==> src/rtl/gene_net_pkg.sv <==
// gene_net_pkg
// Shared definitions for the 8-gene Boolean regulatory network blocks.
//   GENE_W    : number of genes, which is also the state vector width
//   state_t   : controller FSM states (IDLE, RUN, DONE)
//   gene_next : synchronous network update f(s). This function is the only
//               place where the regulatory rules are written down.
package gene_net_pkg;

  localparam int GENE_W = 8;

  typedef enum logic [1:0] {
    IDLE,
    RUN,
    DONE
  } state_t;

  // One synchronous update of every gene from the current state vector.
  function automatic logic [GENE_W-1:0] gene_next(input logic [GENE_W-1:0] s);
    logic [GENE_W-1:0] n;
    n[0] = ~s[2] & s[6] & ~s[7];
    n[1] = (s[4] | s[5]) & ~s[7];
    n[2] = s[7];
    n[3] = s[1] & ~s[6];
    n[4] = s[1] | s[3];
    n[5] = s[2] & ~s[7];
    n[6] = s[1] & ~s[7];
    n[7] = ~(s[0] | s[1]) & (s[3] | s[6]);
    return n;
  endfunction

endpackage

==> src/rtl/gene_net_step.sv <==
// gene_net_step
// Purely combinational next-state block for the gene network. Other network
// blocks reuse it, so it stays a thin wrapper around gene_net_pkg::gene_next.
// Ports:
//   state      in  GENE_W  current gene state
//   next_state out GENE_W  state after one synchronous update
module gene_net_step
  import gene_net_pkg::*;
(
  input  logic [GENE_W-1:0] state,
  output logic [GENE_W-1:0] next_state
);

  assign next_state = gene_next(state);

endmodule

==> src/rtl/gene_net_ctrl.sv <==
// gene_net_ctrl
// Attractor-search controller. Loads a seed, steps the network once per
// clock, keeps every visited state and stops when the next state matches one
// already seen (fixed point or limit cycle) or when the step budget runs out.
// Ports:
//   clk, rst            clock and synchronous active-high reset
//   start, seed         search request and its initial state (IDLE/DONE only)
//   busy                high while searching
//   done                one-cycle pulse when a search ends
//   fixed_point         attractor period is 1
//   cycle_found         attractor period is 2 or more
//   timeout             budget exhausted without a revisit
//   period, transient   attractor length and index of first revisited state
//   final_state         revisited state, or last stored state on timeout
module gene_net_ctrl
  import gene_net_pkg::*;
#(
  parameter  int MAX_STEPS = 16,
  localparam int CW        = $clog2(MAX_STEPS + 1)
) (
  input  logic              clk,
  input  logic              rst,
  input  logic              start,
  input  logic [GENE_W-1:0] seed,
  output logic              busy,
  output logic              done,
  output logic              fixed_point,
  output logic              cycle_found,
  output logic              timeout,
  output logic [CW-1:0]     period,
  output logic [CW-1:0]     transient,
  output logic [GENE_W-1:0] final_state
);

  state_t            state;
  logic [GENE_W-1:0] hist [MAX_STEPS];
  logic [GENE_W-1:0] cur;
  logic [GENE_W-1:0] nxt;
  logic [CW-1:0]     idx;
  logic [CW-1:0]     match_idx;
  logic              match;
  logic              last_step;
  logic              accept;

  gene_net_step u_step (
    .state      (cur),
    .next_state (nxt)
  );

  assign accept    = start && (state == IDLE || state == DONE);
  assign last_step = (idx == CW'(MAX_STEPS - 1));

  // Parallel compare of the next state against every valid history entry.
  // Scanning from the top down lets the lowest matching index win.
  always_comb begin
    match     = 1'b0;
    match_idx = '0;
    for (int i = MAX_STEPS - 1; i >= 0; i--) begin
      if (CW'(i) <= idx && hist[i] == nxt) begin
        match     = 1'b1;
        match_idx = CW'(i);
      end
    end
  end

  // History storage needs no reset: entries above idx are never compared.
  always_ff @(posedge clk) begin
    if (accept) begin
      hist[0] <= seed;
    end else if (state == RUN && !match && !last_step) begin
      for (int i = 1; i < MAX_STEPS; i++) begin
        if (CW'(i) == idx + CW'(1)) hist[i] <= nxt;
      end
    end
  end

  always_ff @(posedge clk) begin
    if (rst) begin
      state       <= IDLE;
      busy        <= 1'b0;
      done        <= 1'b0;
      fixed_point <= 1'b0;
      cycle_found <= 1'b0;
      timeout     <= 1'b0;
      period      <= '0;
      transient   <= '0;
      final_state <= '0;
      cur         <= '0;
      idx         <= '0;
    end else begin
      case (state)
        IDLE, DONE: begin
          done <= 1'b0;
          if (start) begin
            cur         <= seed;
            idx         <= '0;
            fixed_point <= 1'b0;
            cycle_found <= 1'b0;
            timeout     <= 1'b0;
            busy        <= 1'b1;
            state       <= RUN;
          end
        end
        RUN: begin
          if (match) begin
            // idx >= match_idx, so the period cannot underflow.
            transient   <= match_idx;
            period      <= idx + CW'(1) - match_idx;
            final_state <= nxt;
            fixed_point <= (idx == match_idx);
            cycle_found <= (idx != match_idx);
            done        <= 1'b1;
            busy        <= 1'b0;
            state       <= DONE;
          end else if (last_step) begin
            timeout     <= 1'b1;
            period      <= '0;
            transient   <= '0;
            final_state <= cur;
            done        <= 1'b1;
            busy        <= 1'b0;
            state       <= DONE;
          end else begin
            cur <= nxt;
            idx <= idx + CW'(1);
          end
        end
        default: state <= IDLE;
      endcase
    end
  end

endmodule

==> config.mk <==
export PLATFORM = sky130hd
export DESIGN_NAME = gene_net_ctrl
export DESIGN_NICKNAME = d
export VERILOG_FILES = /design/src/rtl/gene_net_pkg.sv /design/src/rtl/gene_net_step.sv /design/src/rtl/gene_net_ctrl.sv
export SDC_FILE = /design/constraint.sdc
export NUM_CORES = 1
export LEC_CHECK = 0
export ABC_AREA = 1
export BUFFER_PORTS_ARGS = -buffer_cell sky130_fd_sc_hd__buf_2
export CORE_ASPECT_RATIO = 0.75
export CORE_MARGIN = 8
export CORE_UTILIZATION = 35
export CTS_CLUSTER_DIAMETER = 40
export DETAILED_ROUTE_END_ITERATION = 10
export PLACE_DENSITY = 0.54
export SKIP_LAST_GASP = 1
export SYNTH_ARGS = -nofsm -noshare
export SYNTH_HDL_FRONTEND = slang
export SYNTH_SLANG_ARGS = --single-unit
export TNS_END_PERCENT = 20
==> constraint.sdc <==
create_clock -name clk -period 9.8 [get_ports clk]
set_clock_uncertainty 0.2 [all_clocks]
set_input_delay 1.47 -clock clk [delete_from_list [all_inputs] [get_ports clk]]
set_output_delay 1.47 -clock clk [all_outputs]
set_load 0.05 [all_outputs]
-- Word-level counts from Yosys, hierarchy flattened
Memories as Yosys holds them, arrays and structs flattened.
Index checks and enable logic that the tools add are counted.
- memories kept: 1
- logic and storage cells: 305
- bits in writable memories: 128
- input bits: 11
- register bits: 38
- add/subtract/negate cells: 2
- muxes and demuxes: 170
- equality and inequality tests: 42
- order comparisons: 16
- reductions and logical operators: 48
- bitwise operators: 15
- memories (name ; words ; width ; read ports ; clocked after memory_dff ; wr ports ; line ; source):
    hist ; 16 ; 8 ; 16 ; 0 ; 1 ; gene_net_ctrl.sv:36 ; logic [GENE_W-1:0] hist [MAX_STEPS];
- operator list (cell ; count):
    $mux 8 ; 20
    $eq 8x8->1 ; 16
    $reduce_or 8->1 ; 15
    $mux 5 ; 21
    $mux 1 ; 102
    $mux 4 ; 16
    $eq 4x5->1 const A ; 8
    $le 4x5->1 const A ; 8
    $eq 3x5->1 const A ; 4
    $le 3x5->1 const A ; 4
    $logic_and 1x1->1 ; 19
    $pmux 8 s2 ; 1
    $eq 2x5->1 const A ; 2
    $le 1x5->1 const A ; 2
    $le 2x5->1 const A ; 2
    $ne 2x2->1 const B ; 5
    $pmux 1 s2 ; 5
    $pmux 5 s2 ; 1
    $reduce_and 4->1 ; 2
    $and 1x1->1 ; 7
    $mux 2 ; 3
    $reduce_and 2->1 ; 3
    $reduce_and 3->1 ; 2
    $add 5x1->5 const B ; 1
    16 further kinds ; 24

-- Longest topological paths before layout
- depth after elaboration: 43
- depth in mapped cells: 32

-- By module
From an unflattened synthesis, not the netlist that was laid out.
- cells, all modules: 805
- area total of the unflattened synthesis: 8040.2 sq um
- modules (own cells, without submodules) (module ; cells each ; times used ; area an instance (sq um) ; sequential area each (sq um)):
    gene_net_ctrl ; 790 ; 1 ; 7977.7 ; 4584.4
    gene_net_step ; 15 ; 1 ; 62.6 ; 0.0

-- Worst setup path before layout
Ideal clock, no wire load.
- kind: reg-to-reg
- from: reg cur[7]
- to: reg period[4]
- setup time: 0.118 ns
- setup slack: 6.320 ns
- clock period less this slack: 3.480 ns
- cell stages (with the launch flop): 33
- buffers on the path: 2
- data arrival time: 3.162 ns
- data required time: 9.482 ns
- cell sequence: dfxtp_1 buf_6 inv_6 nand2_4 buf_4 nand2_1 nand2_1 nand2_1 nor2_1 nand2_1 nor2_1 nand2_1 nand2_1 nand2_1 nand2_1 nand2_1 nand2_1 nand2_1 nand2_1 nand2_1 nand2_1 nand2_1 nand2_1 nand2_1 a21oi_1 ha_1 inv_1 fa_1 nand2_1 nand2_1 a21oi_1 xor2_1 o21ai_1
- word-level cells in the longest chain between the ends: 22
- elaborated cells on any way between the ends: 73
- those cells by class: add/sub (1); eq/ne (16); mux (33); bitwise (5); reduce/logical (18)
- RTL lines (item ; line ; source):
    start: declaration ; gene_net_ctrl.sv:37 ; logic [GENE_W-1:0] cur;
    start signal: assignment ; gene_net_ctrl.sv:124 ; cur <= nxt;
    $not 1->1 ; - ;
    $and 1x1->1, on equally long branches ; - ;
    $eq 8x8->1 ; gene_net_ctrl.sv:59 ; if (CW'(i) <= idx && hist[i] == nxt) begin
    $logic_and 1x1->1 ; gene_net_ctrl.sv:59 ;
    $mux 4 / $mux 1 (equally long branches) ; gene_net_ctrl.sv:59 ;
    $mux 5 / $mux 1 (equally long branches) (15 in a row) ; gene_net_ctrl.sv:59 ;
    $sub 5x5->5 / $reduce_bool 2->1 (equally long branches) ; - ;
    $mux 5 / $reduce_and 2->1 (equally long branches) ; - ;
    end signal: assignment ; gene_net_ctrl.sv:108 ; period <= idx + CW'(1) - match_idx;
    end: declaration ; gene_net_ctrl.sv:30 ; output logic [CW-1:0] period,
Several ways; a longest one is shown, not always the timed one.
A chain may end at the register's enable or synchronous reset.

-- Worst setup path in the final report
- from: reg cur[7]
- to: mem hist[5][3], in the netlist hist[0][43] (enable)
- word-level cells in the longest chain between the ends: 42
- elaborated cells on any way between the ends: 146
- those cells by class: eq/ne (16); mux (91); bitwise (5); reduce/logical (34)
- RTL lines (item ; line ; source):
    $not 1->1 (*) ; gene_net_pkg.sv:20 ; n[0] = ~s[2] & s[6] & ~s[7];
    $and 1x1->1 (*) ; gene_net_pkg.sv:20 ;
    named net nxt[0] ; gene_net_ctrl.sv:38 ; logic [GENE_W-1:0] nxt;
    $eq 8x8->1 ; gene_net_ctrl.sv:59 ;
    $logic_and 1x1->1 ; gene_net_ctrl.sv:59 ;
    $mux 1 (15 in a row) ; gene_net_ctrl.sv:59 ;
    $mux 1 (*) ; gene_net_ctrl.sv:59 ;
    $logic_not 1->1 (*) ; gene_net_ctrl.sv:70 ; end else if (state == RUN && !match && !last_step) begin
    $logic_and 1x1->1 (*) (2 in a row) ; gene_net_ctrl.sv:70 ;
    $mux 1 ; gene_net_ctrl.sv:70 ;
    $mux 1 ; gene_net_ctrl.sv:68 ; if (accept) begin
    $mux 1 (not written as such) ; gene_net_ctrl.sv:72 ; if (CW'(i) == idx + CW'(1)) hist[i] <= nxt;
    $reduce_or 8->1 (no source line) ; - ;
    $mux 4 (no source line) / $mux 1 (equally long branches) (15 in a row) ; - ;
    end: declaration ; gene_net_ctrl.sv:36 ;
The timed path passes the listed nets; every way through them passes the cells marked *.

==> impl_metrics.toml <==
[run_status]
status = "complete, no violations"

[timing]
relSlewSlack_pct = 22.3
rsz0062_at_grt = "no"
hold_viol = 0
tightest_slew_ns = 1.16
slew_violations = 0
fin_crit_ns = 4.55
timing.final.ws_setup_ns = 5.25
setup_viol = 0
fin_hold_ws_ns = 0.257
period_share_pct = 46.5
setup_tns_ns = 0
fmax_ghz = 0.220

[yosys]
ys.flop_type = "edfxtp_1"
synth_cell_types = 48
yosysSeqAreaShare_pct = 56.1
syn_inst = 856
syn_area_per_cell_um2 = 9.54
yosys-top-cells-area = "edfxtp_1 47%, nand2_1 9.1%, dfxtp_1 9.1%, nor2_1 4.5%, xnor2_1 3.5%"
yosysTopAreaCell = "edfxtp_1"
synth-seq-cells = 165
synth_top_area_share_pct = 47.1
synth_edf_count = 128
yosysWarnings = 0
syn_nets = 877
async_flop_share_pct = 0
synthesis.area_mm2 = 0.00817

[worst_setup_path]
cp.arrival_ns = 4.42
reg2reg_depth = 16
r2r-end = "hist[0][43]"
endpoint_kind = "flip-flop"
crit_path_start_kind = "flip-flop"
path_class = "reg2reg"
required_ns = 9.66
r2r_start = "cur[7]"
path_max_fanout = 24
r2r_slack_ns = 5.25

[global_routing]
grtUsageTotal_pct = 15.6
grt_overflow_total = 0
grt_pass1_vias = 5539
grt_max_degree = 32
antenna_found_initial = 0
grt_first_pass_wirelength_um = 33400

[floorplanning]
fp.dieArea_mm2 = 0.0285
die_x_um = 192
initial_core_util_pct = 35.6
top_level_ports = 34
coreArea_mm2 = 0.0229
die_y_um = 148
row_count = 48

[min_path]
min_path_type = "reg2reg"
hp-start = "period[0]"
whs_path_depth = 2
whs_endpoint = "period[0]"

[layout]
nets = 905
drive_gt1_share_pct = 12.3
mostFrequentLayoutCell = "nand2_1"
area_delta_synth_final_pct = 11.9
final_cell_mix = "199 x nand2_1, 128 x edfxtp_1, 99 x nor2_1, 69 x inv_1, 43 x nand3_1"
stdcell_count = 1197
antenna_cells = 0

[placement]
io_buffers = 32
dp_slack_ns = 5.30
dp_hpwl_um = 14400
dp_cells = 1165
place.gp.congestion = 0.878

[cts]
clockBufferDepth = 2
cts_resized = 0
cts_root_buffer = "clkbuf_16"
numCtsBuffers = 17
cts_sinks = 165
post_cts.repair.setup_buffers = 0
cts_tree = "done"
ctsHoldBuffers = 0
clock_latency_ns = 0.44
clkSlewWorstSetupHoldPaths_ns = 0.07
htree_num_levels = 4

[pwr]
power.total_mw = 1.71
p_per_area_mw_per_mm2 = 187
p_leak_nw = 3.66
peakVddDrop_mv = 0.122

[drt]
dr.pass1.iters = 5
dr_total_vias = 5846
ant_nets = 0
drtIter0Drc = 617
wl_um = 21700
viasPerCell = 4.88
wl_per_cell_um = 18.1
drc = 0

[run]
cap_violations = 0
sequential cells by signal (all words and copies together), names as in the netlist:
name         cells
hist           128
cur              8
final_state      8
idx              5
period           5
transient        4
state            2
busy             1
cycle_found      1
done             1
fixed_point      1
timeout          1
layout make-up:
| cell class | count | area [um^2] |
|---|---|---|
| Sequential cell | 165 | 4580 |
| Fill cell | 2277 | 13800 |
| Clock inverter | 14 | 176 |
| Tap cell | 300 | 375 |
| Inverter | 80 | 308 |
| Multi-Input combinational cell | 583 | 3070 |
| Clock buffer | 18 | 429 |
| Timing Repair Buffer | 37 | 198 |
cell usage after synthesis, drive strengths merged, types with 10 or more instances:
library cell	n
a21oi	32
a31oi	10
buf	25
dfxtp	37
edfxtp	128
inv	80
nand2	212
nand3	44
nand4	12
nor2	105
nor3	12
o21ai	48
or2	16
xnor2	33
xor2	26
worst max path at each step:
stage | cells past startpoint | slack, ns | startpoint | endpoint
6_report | 16 | 5.25 | cur[7] | hist[0][43]
3_3_place_gp | 16 | 5.33 | cur[7] | hist[1][60]
5_1_grt | 16 | 4.85 | cur[7] | hist[1][59]
3_5_place_dp | 16 | 5.30 | cur[7] | hist[0][37]
2_1_floorplan | 32 | 6.32 | cur[7] | period[4]
4_1_cts | 16 | 5.27 | cur[7] | hist[0][33]
per-layer routing:
metal  GRT usage, %  part of all wire [%]  routed length, um
met4           4.27                   1.1                239
met5              0                     0                  0
met1           23.3                    50              10800
met3           2.97                   6.3               1370
met2           22.4                    43               9280
where the power goes:
part	switching [mW]	total, mW	internal, mW
registers	0.0108	0.790	0.780
clock network	0.290	0.694	0.404
logic	0.168	0.226	0.0589
critical path, cell delays in order (launching register included):
cell and delay [ns]:
dfxtp_1 0.35, inv_6 0.20, nand3_2 0.61, inv_2 0.61
nand2_1 0.09, nand2_1 0.07, a21oi_1 0.04, nand4_1 0.09
nor2_1 0.06, nor2_1 0.11, and2_1 0.33, nand2_4 0.11
nor2_8 0.20, nand2_4 0.09, inv_2 0.17, nand3_1 0.18
nor2_1 0.63
cells by family (layout without fill, tap and decap cells):
family,count (synthesis),count (layout),synth area share (%)
AND/OR/NAND/NOR,409,409,22.5
flip-flops,165,165,56.1
buffers and inverters,108,149,6.34
AO/OA/AOI/OAI,104,104,6.99
XOR/XNOR,59,59,6.33
adder cells (fa/ha/maj),10,10,1.62
other,1,1,0.0459
per-stage QoR:
step / area [um^2] / util (%)
detailed placement: 8530 / 37.2
finish: 9140 / 39.8
global route: 9140 / 39.8
CTS: 9140 / 39.8
floorplan: 8170 / -
global placement: 8530 / 37.2
(Power assumes the default switching activity.)
